### config.mk
export PLATFORM = sky130hd
export DESIGN_NAME = dmem_port_arbiter
export DESIGN_NICKNAME = d
export VERILOG_FILES = /design/src/rtl/dmem_arb_pkg.sv /design/src/rtl/dmem_arb_starve_cnt.sv /design/src/rtl/dmem_port_arbiter.sv
export SDC_FILE = /design/constraint.sdc
export NUM_CORES = 1
export LEC_CHECK = 0
export ABC_AREA = 1
export CAP_MARGIN = 20
export CELL_PAD_IN_SITES_DETAIL_PLACEMENT = 0
export CELL_PAD_IN_SITES_GLOBAL_PLACEMENT = 1
export CORE_AREA = 4 4 121 123
export DETAILED_ROUTE_END_ITERATION = 8
export DIE_AREA = 0 0 125 127
export PLACE_DENSITY_LB_ADDON = 0.1
export SKIP_CTS_REPAIR_TIMING = 1
export SLEW_MARGIN = 10
export SYNTH_ARGS = -nofsm -noshare
export SYNTH_HDL_FRONTEND = slang
export SYNTH_SLANG_ARGS = --single-unit
### constraint.sdc
create_clock -name clk -period 1.68 [get_ports clk]
set_input_delay 0.336 -clock clk [delete_from_list [all_inputs] [get_ports clk]]
set_output_delay 0.336 -clock clk [all_outputs]
set_load 0.05 [all_outputs]
### src/rtl/dmem_arb_pkg.sv
// Shared types and default geometry for the data-memory port arbiter.
package dmem_arb_pkg;

  typedef enum logic {ARB_IDLE, ARB_ACK} arb_state_e;
  typedef enum logic {OWN_CORE, OWN_HOST} arb_owner_e;

  localparam int DMEM_DEPTH  = 8192;
  localparam int DMEM_ADDR_W = 13;
  localparam int DMEM_DATA_W = 32;

endpackage

### src/rtl/dmem_arb_starve_cnt.sv
// Saturating count of consecutive cycles the host lost the port to the core.
module dmem_arb_starve_cnt
  import dmem_arb_pkg::*;
#(
  parameter int LIMIT = 4
) (
  input  logic clk,
  input  logic a_rstn,
  input  logic inc,
  input  logic clr,
  output logic at_limit
);

  localparam int CNT_W = (LIMIT > 1) ? $clog2(LIMIT) : 1;

  logic [CNT_W-1:0] cnt_q, cnt_d;

  assign at_limit = (cnt_q == CNT_W'(LIMIT - 1));

  always_comb begin
    cnt_d = cnt_q;
    if (clr) begin
      cnt_d = '0;
    end else if (inc && !at_limit) begin
      cnt_d = cnt_q + CNT_W'(1);
    end
  end

  always_ff @(posedge clk or negedge a_rstn) begin
    if (!a_rstn) begin
      cnt_q <= '0;
    end else begin
      cnt_q <= cnt_d;
    end
  end

endmodule

### src/rtl/dmem_port_arbiter.sv
// Shares the data-memory port between the core LSU (combinational, priority)
// and a req/ack host port that is forced through after STARVE_LIMIT losses.
module dmem_port_arbiter
  import dmem_arb_pkg::*;
#(
  parameter int ADDR_W       = DMEM_ADDR_W,
  parameter int DATA_W       = DMEM_DATA_W,
  parameter int DEPTH        = DMEM_DEPTH,
  parameter int STARVE_LIMIT = 4
) (
  input  logic                clk,
  input  logic                a_rstn,
  input  logic                core_mem_en,
  input  logic                core_we,
  input  logic [ADDR_W-1:0]   core_addr,
  input  logic [DATA_W-1:0]   core_wdata,
  input  logic [DATA_W/8-1:0] core_be,
  output logic [DATA_W-1:0]   core_rdata,
  output logic                core_stall,
  input  logic                host_req,
  input  logic                host_we,
  input  logic [ADDR_W-1:0]   host_addr,
  input  logic [DATA_W-1:0]   host_wdata,
  input  logic [DATA_W/8-1:0] host_be,
  output logic                host_ack,
  output logic [DATA_W-1:0]   host_rdata,
  output logic                host_err,
  output logic                mem_we,
  output logic [DATA_W/8-1:0] mem_be,
  output logic [ADDR_W-1:0]   mem_addr,
  output logic [DATA_W-1:0]   mem_wdata,
  input  logic [DATA_W-1:0]   mem_rdata
);

  arb_state_e        state_q, state_d;
  arb_owner_e        owner;
  logic              host_ack_q, host_ack_d;
  logic              host_err_q, host_err_d;
  logic [DATA_W-1:0] host_rdata_q, host_rdata_d;
  logic              host_oor;
  logic              host_take;
  logic              starve_inc;
  logic              at_limit;

  assign host_oor = ({1'b0, host_addr} >= (ADDR_W + 1)'(DEPTH));

  // An out-of-range host request needs no port, so it is accepted at once
  // without displacing the core.
  always_comb begin
    host_take  = 1'b0;
    starve_inc = 1'b0;
    if (state_q == ARB_IDLE && host_req) begin
      if (host_oor || !core_mem_en || at_limit) begin
        host_take = 1'b1;
      end else begin
        starve_inc = 1'b1;
      end
    end
    owner = (host_take && !host_oor) ? OWN_HOST : OWN_CORE;
  end

  dmem_arb_starve_cnt #(
    .LIMIT(STARVE_LIMIT)
  ) u_starve_cnt (
    .clk     (clk),
    .a_rstn  (a_rstn),
    .inc     (starve_inc),
    .clr     (host_take),
    .at_limit(at_limit)
  );

  always_comb begin
    mem_addr   = core_addr;
    mem_wdata  = core_wdata;
    mem_be     = core_be;
    mem_we     = core_mem_en & core_we;
    core_stall = 1'b0;
    if (owner == OWN_HOST) begin
      mem_addr   = host_addr;
      mem_wdata  = host_wdata;
      mem_be     = host_be;
      mem_we     = host_we;
      core_stall = core_mem_en;
    end
    if (!a_rstn) begin
      mem_we     = 1'b0;
      core_stall = 1'b0;
    end
  end

  assign core_rdata = mem_rdata;

  always_comb begin
    state_d      = ARB_IDLE;
    host_ack_d   = 1'b0;
    host_err_d   = 1'b0;
    host_rdata_d = host_rdata_q;
    if (host_take) begin
      state_d      = ARB_ACK;
      host_ack_d   = 1'b1;
      host_err_d   = host_oor;
      host_rdata_d = host_oor ? '0 : mem_rdata;
    end
  end

  always_ff @(posedge clk or negedge a_rstn) begin
    if (!a_rstn) begin
      state_q      <= ARB_IDLE;
      host_ack_q   <= 1'b0;
      host_err_q   <= 1'b0;
      host_rdata_q <= '0;
    end else begin
      state_q      <= state_d;
      host_ack_q   <= host_ack_d;
      host_err_q   <= host_err_d;
      host_rdata_q <= host_rdata_d;
    end
  end

  assign host_ack   = host_ack_q;
  assign host_err   = host_err_q;
  assign host_rdata = host_rdata_q;

endmodule

==> run metrics <==
CP required 1.34 ns; syn nets roughly 490; crit share post-route 1.18; Site Rows 43; synth unique cells 19; crit path capture type output port; worst-skew pair later-pin latency 0.28 ns; fill cell count 1,321; Fmax just over 0.5 GHz; final hold vios 0; Clock Sinks 35; Num CTS Buffers 5; first-pass GRT wire length 17,100 µm; fraction of layout cells with a size suffix above 1 0.444; RSZ-0062 raised after global routing true; all-layer global routing usage 0.133; core area 13,700 µm²; I/O Buffers 251; initial antenna violation count 1; Worst path max stage delay about 0.38 ns; Worst Setup Start Kind flop; synthesis-to-layout area growth 163%; post-synth top area cell dfrtp_1; area occupied by multi-input gates 1470 µm²; cell family with most CP delay buffers and inverters; LEAKAGE 3.06 nW; H-tree depth 2; first drt pass iteration count 4; GRT overflow 0; fin util 0.463; Die Width 125 µm; worst hold slack 0.0425 ns; register area share after synthesis 0.365; final setup margin -0.310 ns; Fin Setup TNS -14.53 ns; final wirelength 11,700 µm; ANT nets after route 0; commonest non-fill, non-tap cell in the layout nand2_1; Slew Viols, Final 0; vias per cell roughly 3.9; Post-Route Skew 0.00559 ns; Placement Setup Slack -0.358 ns; Syn Area/Cell around 6.8 µm²; EDFF count, synth 0; Synth top area share 0.365; post-route minimum period between 1.5 and 2 ns; Ports around 250; CP bufs+invs 4; Final GP Congestion between 0.8 and 0.9; Reg2Reg Capture Point host_rdata[21]; R2R Path Start u_starve_cnt.cnt_q[0]; # DRC 0; CTS tree built; Die Span Y 127 µm; clock-pin slew on the worst setup and hold paths 0.05 ns; Max VDD drop roughly 0.4 mV; Synth area leaders dfrtp_1 (36%), nand2_1 (36%), buf_4 (11%), buf_6 (6.6%), nand2_2 (5.0%); vias 2,981; status finished, violations left; yosys warns 0; final setup fails 51; Post-DP HPWL 9220 µm; Post-Syn Area 2400 µm²; Iteration-0 DRC Markers ~100; Worst Reg2Reg Path Length in Cells 10; R2R setup slack 0.08 ns; wire per inst ~15 µm; critical-path maximum fanout 16; PD cells 839 nW/µm²; Slowest cell on crit path dfrtp_1; initial core utilization 0.176; crit-path cells ha_2 > inv_2 > nand2_4 > nand2_8 > clkinv_8 > buf_12 > nand2_2 > nand2_2 > buf_12; violated checks negative setup slack; largest net degree at the start of global routing 42; synthesized instance count 352; Final nets 719; ys flop type dfrtp_1; worst setup path category flop to output port; Clock Tree Buf Depth 2; commonest non-fill, non-tap cells in the layout nand2_1 (145), clkdlybuf4s50_1 (132), buf_12 (87), nand2_2 (70), buf_4 (44); Hold Crit Class input port to async pin; vias in the first global route roughly 3,000; asr flop ratio synth 1.00; register area between 800 and 900 µm²; Max Cap Viol 0; CP arrival around 1.7 ns; Final Power 0.00530 W; Seq cells post-synth 35; DIE AREA around 16,000 µm²; clock root buffer clkbuf_16
==> worst max-delay path by stage <==
stage	cells after the start	slack, ns	startpoint	endpoint
floorplan	5	-0.009	host_ack	core_stall
CTS	8	-0.39	u_starve_cnt.cnt_q[0]	mem_wdata[4]
global placement	7	-0.33	core_mem_en	mem_wdata[5]
detailed placement	7	-0.36	core_mem_en	mem_wdata[4]
finish	9	-0.31	u_starve_cnt.cnt_q[0]	mem_wdata[19]
global route	9	-0.38	u_starve_cnt.cnt_q[0]	mem_addr[0]
==> per-stage QoR <==
step	cell area (µm²)	instances
after detailed placement	5810	745
after floorplan	2630	352
after global routing	6320	764
after global placement	5810	745
final	6320	764
after CTS	5950	753
==> logic make-up after synthesis <==
group / after synthesis / share of synthesized area
DFF: 35 / 0.365
muxes: 1 / 0.00417
and+or+nand+nor: 256 / 0.428
AOI/OAI and AO/OA: 2 / 0.00416
buffers and inverters: 56 / 0.192
adders and majority gates: 1 / 0.00521
other: 1 / 0.00156
==> area by class of cell <==
| cell class | count | area share |
|---|---|---|
| Multi-Input combinational cell | 261 | 0.232 |
| Clock inverter | 2 | 0.00198 |
| Sequential cell | 35 | 0.139 |
| Clock buffer | 6 | 0.0204 |
| Antenna cell | 1 | 0.000396 |
| Tap cell | 180 | 0.0356 |
| Inverter | 6 | 0.00554 |
| Timing Repair Buffer | 273 | 0.565 |
==> where the power goes <==
part           total [W]  internal [W]  switching (W)
clock           0.000888      0.000547       0.000341
combinational    0.00330       0.00141        0.00190
sequential       0.00111       0.00101      0.0000978
total            0.00530       0.00297        0.00234
==> registers in the layout (all words and copies together) (netlist names) <==
register / flops
host_ack: 1
host_rdata: 32
u_starve_cnt.cnt_q: 2
==> synthesized netlist by cell type, types with 2 or more instances <==
cell     number
inv_1         4
nand2_2      19
buf_4        35
dfrtp_1      35
nor2_1        2
nand3_1       2
nand2_1     230
buf_6        14
==> per-layer routing <==
layer  wire length (µm)  track usage
met1               4930        0.170
met2               5800        0.225
met5                  0            0
met3                906       0.0389
met4                108       0.0261
No activity file was read; power rests on OpenSTA's default activity.
==> patch, RTL diff (same flow settings) <==
Make the reset (`a_rstn`) synchronous in 2 clocked blocks.
--- a/src/rtl/dmem_arb_starve_cnt.sv
+++ b/src/rtl/dmem_arb_starve_cnt.sv
@@ -26,7 +26,7 @@
     end
   end
 
-  always_ff @(posedge clk or negedge a_rstn) begin
+  always_ff @(posedge clk) begin
     if (!a_rstn) begin
       cnt_q <= '0;
     end else begin
--- a/src/rtl/dmem_port_arbiter.sv
+++ b/src/rtl/dmem_port_arbiter.sv
@@ -103,7 +103,7 @@
     end
   end
 
-  always_ff @(posedge clk or negedge a_rstn) begin
+  always_ff @(posedge clk) begin
     if (!a_rstn) begin
       state_q      <= ARB_IDLE;
       host_ack_q   <= 1'b0;
Behaviour: differs if a_rstn is asserted again (counterexample within 4 cycles, from zero or initial values and one cycle with a_rstn low); with a_rstn held inactive, the same outputs for 10 cycles.
==> patch against the unedited design <==
  * The run still ends with setup timing left
  * Fmax rose by 6.8%
  * Cell count up 2.6%
  * Critical path type unchanged
  * Sequential cell count is the same
  * Design area up 3.6%
  * Routed wire length up 18%
  * Synthesized area shrank 0.21%
  * Non-clock buffer count increased by 16
  * Critical path depth decreased by 2
  * Total power decreased by 22%
  * First-iteration DRC count is 5.9% lower
  * Setup slack improved by 0.13 ns
  * Count of clock-buffer cells in the layout is 1 lower
==> patch: results (changes against the unedited design) <==
status=complete, but fails checks; gr usage total=14.24% (+0.95 points); Crit Path Max Fanout=7 (-9); failing checks=setup timing; Seq/Total Area, Yosys=29.24% (-7.2 points); antenna violations before repair=0 (-1); vias post-DR=3,369 (+13%); Commonest cells post-synth=141 x nand2_1, 84 x nand3_1, 41 x buf_4, 35 x dfxtp_1, 33 x nand4_1; R2R Path End=host_rdata[6]$_SDFFE_PN0P_; ys flop type=dfxtp_1; Post-synth ARST share=0% (-100 points); Final GP Congestion=0.7877 (-4.5%); P_int=2.535 mW (-15%); worst reg-to-reg path cell count=8 (-2); Worst EP arrival=1.53 ns (-0.12 ns); Worst-path clk slew=0.05 ns (about the same); Synth cell types=15 (-4); final cell count without fillers=784 (+2.6%); final wirelength=13,910 um (+18%); first-pass GRT wire length=18,500 um (+8.2%); Critical Path Max Stage Delay=0.33 ns (-0.05 ns); Cells on Worst Hold Path=3; Post-DP Area=5700 um^2 (-1.9%); synthesized area per cell=6.389 um^2 (-6.3%); Syn Nets=512 (+4.7%); clock skew=0.007839 ns (+0.002250 ns); final setup violation count=51 (unchanged); Lkg Pwr=2.968 nW (-2.9%); min-delay worst type=in -> reg; R2R setup slack=0.19 ns (+0.11 ns); detailed router's first-iteration violation count=95 (-5.9%); VDD IR max=336.0 uV (-16%); Setup WS post-layout=-0.1833 ns (+0.1265 ns); share of cells above drive strength 1=44.11% (-0.31 points); largest net degree at the start of global routing=63 (+50%); vias in the first global route=3,178 (+5.7%); Synth area leaders=dfxtp_1 29%, nand2_1 22%, nand3_1 18%, buf_4 13%, nand4_1 8.6%; post-DP HPWL=9337 um (+1.3%); reg-to-reg startpoint=u_starve_cnt.cnt_q[1]$_SDFFE_PP0P_; nets=741 (+3.1%); Max stage delay cell, worst path=dfxtp_2
[patch: cell types whose count changed after synthesis, moves of 7 or more]
| cell | unedited run | this run |
|---|---|---|
| dfrtp_1 | 35 | 0 |
| dfxtp_1 | 0 | 35 |
| nand4_1 | 0 | 33 |
| buf_6 | 14 | 6 |
| buf_2 | 0 | 13 |
| clkbuf_1 | 0 | 7 |
| nand3_1 | 2 | 84 |
| nand2_1 | 230 | 141 |
| nand2_2 | 19 | 0 |
[patch: power by group through the flow]
stage	Combinational [mW]	Sequential (mW)	Clock (mW)
2_1_floorplan	0.918	1.05	0
3_3_place_gp	2.13	0.913	0
3_5_place_dp	2.14	0.915	0
4_1_cts	2.14	0.898	0.892
5_1_grt	2.47	0.905	0.932
6_report	2.37	0.900	0.855
[patch: how the worst max path moves through the flow]
stage,startpoint,end,cells after the start
2_1_floorplan,u_starve_cnt.cnt_q[0]$_SDFFE_PP0P_,mem_we,8
3_5_place_dp,host_req,mem_wdata[19],7
5_1_grt,u_starve_cnt.cnt_q[0]$_SDFFE_PP0P_,mem_we,8
3_3_place_gp,host_req,core_stall,7
4_1_cts,host_req,mem_wdata[19],7
6_report,host_ack$_SDFF_PN0_,mem_wdata[0],7
[patch: cell families (layout without fill, tap and decap cells)]
family,count (synthesis),count (layout),share of synthesized area (%)
flip-flops,35,35,29.24
buffers and inverters,75,302,20.73
AND/OR/NAND/NOR,263,264,49.35
other,1,2,0.1565
adder cells (fa/ha/maj),1,1,0.5221
[patch: worst reg2reg max path: cells and delay by family (launching register included)]
family | cells | cell delay [ns]
buf+inv | 3 | 0.50
simple gates | 4 | 0.44
flops | 1 | 0.33
fa+ha+maj | 1 | 0.17
[patch: area by class of cell]
cell class,instances,area (um^2)
diodes,1,2.502
clock buffers,5,125.1
clock inverters,1,7.507
fillers,1317,7119
inverters,7,28.78
multi-input cells,266,1624
flip-flops and latches,35,704.4
well taps,180,225.2
repair buffers,289,3829
[patch: metrics by stage]
stage / setup TNS (ns) / total power [mW] / hold slack (ns) / setup slack [ns]
finish: -8.600 / 4.120 / 0.4116 / -0.1833
global route: -11.68 / 4.306 / 0.4436 / -0.2607
CTS: -16.25 / 3.935 / 0.4063 / -0.3449
detailed placement: -19.67 / 3.055 / 0.4597 / -0.3368
global placement: -19.70 / 3.046 / 0.4552 / -0.3332
floorplan: -0.05772 / 1.969 / 0.4916 / -0.05772
[patch: metal layers]
| metal | vias to the layer above | global-route usage [%] | part of all wire (%) |
|---|---|---|---|
| met4 | 0 | 1.722 | 0.48 |
| met3 | 8 | 4.348 | 6.6 |
| met1 | 1523 | 18.76 | 45 |
| met5 | - | 0 | 0 |
| met2 | 162 | 23.79 | 48 |
| li1 | 1676 | - | - |
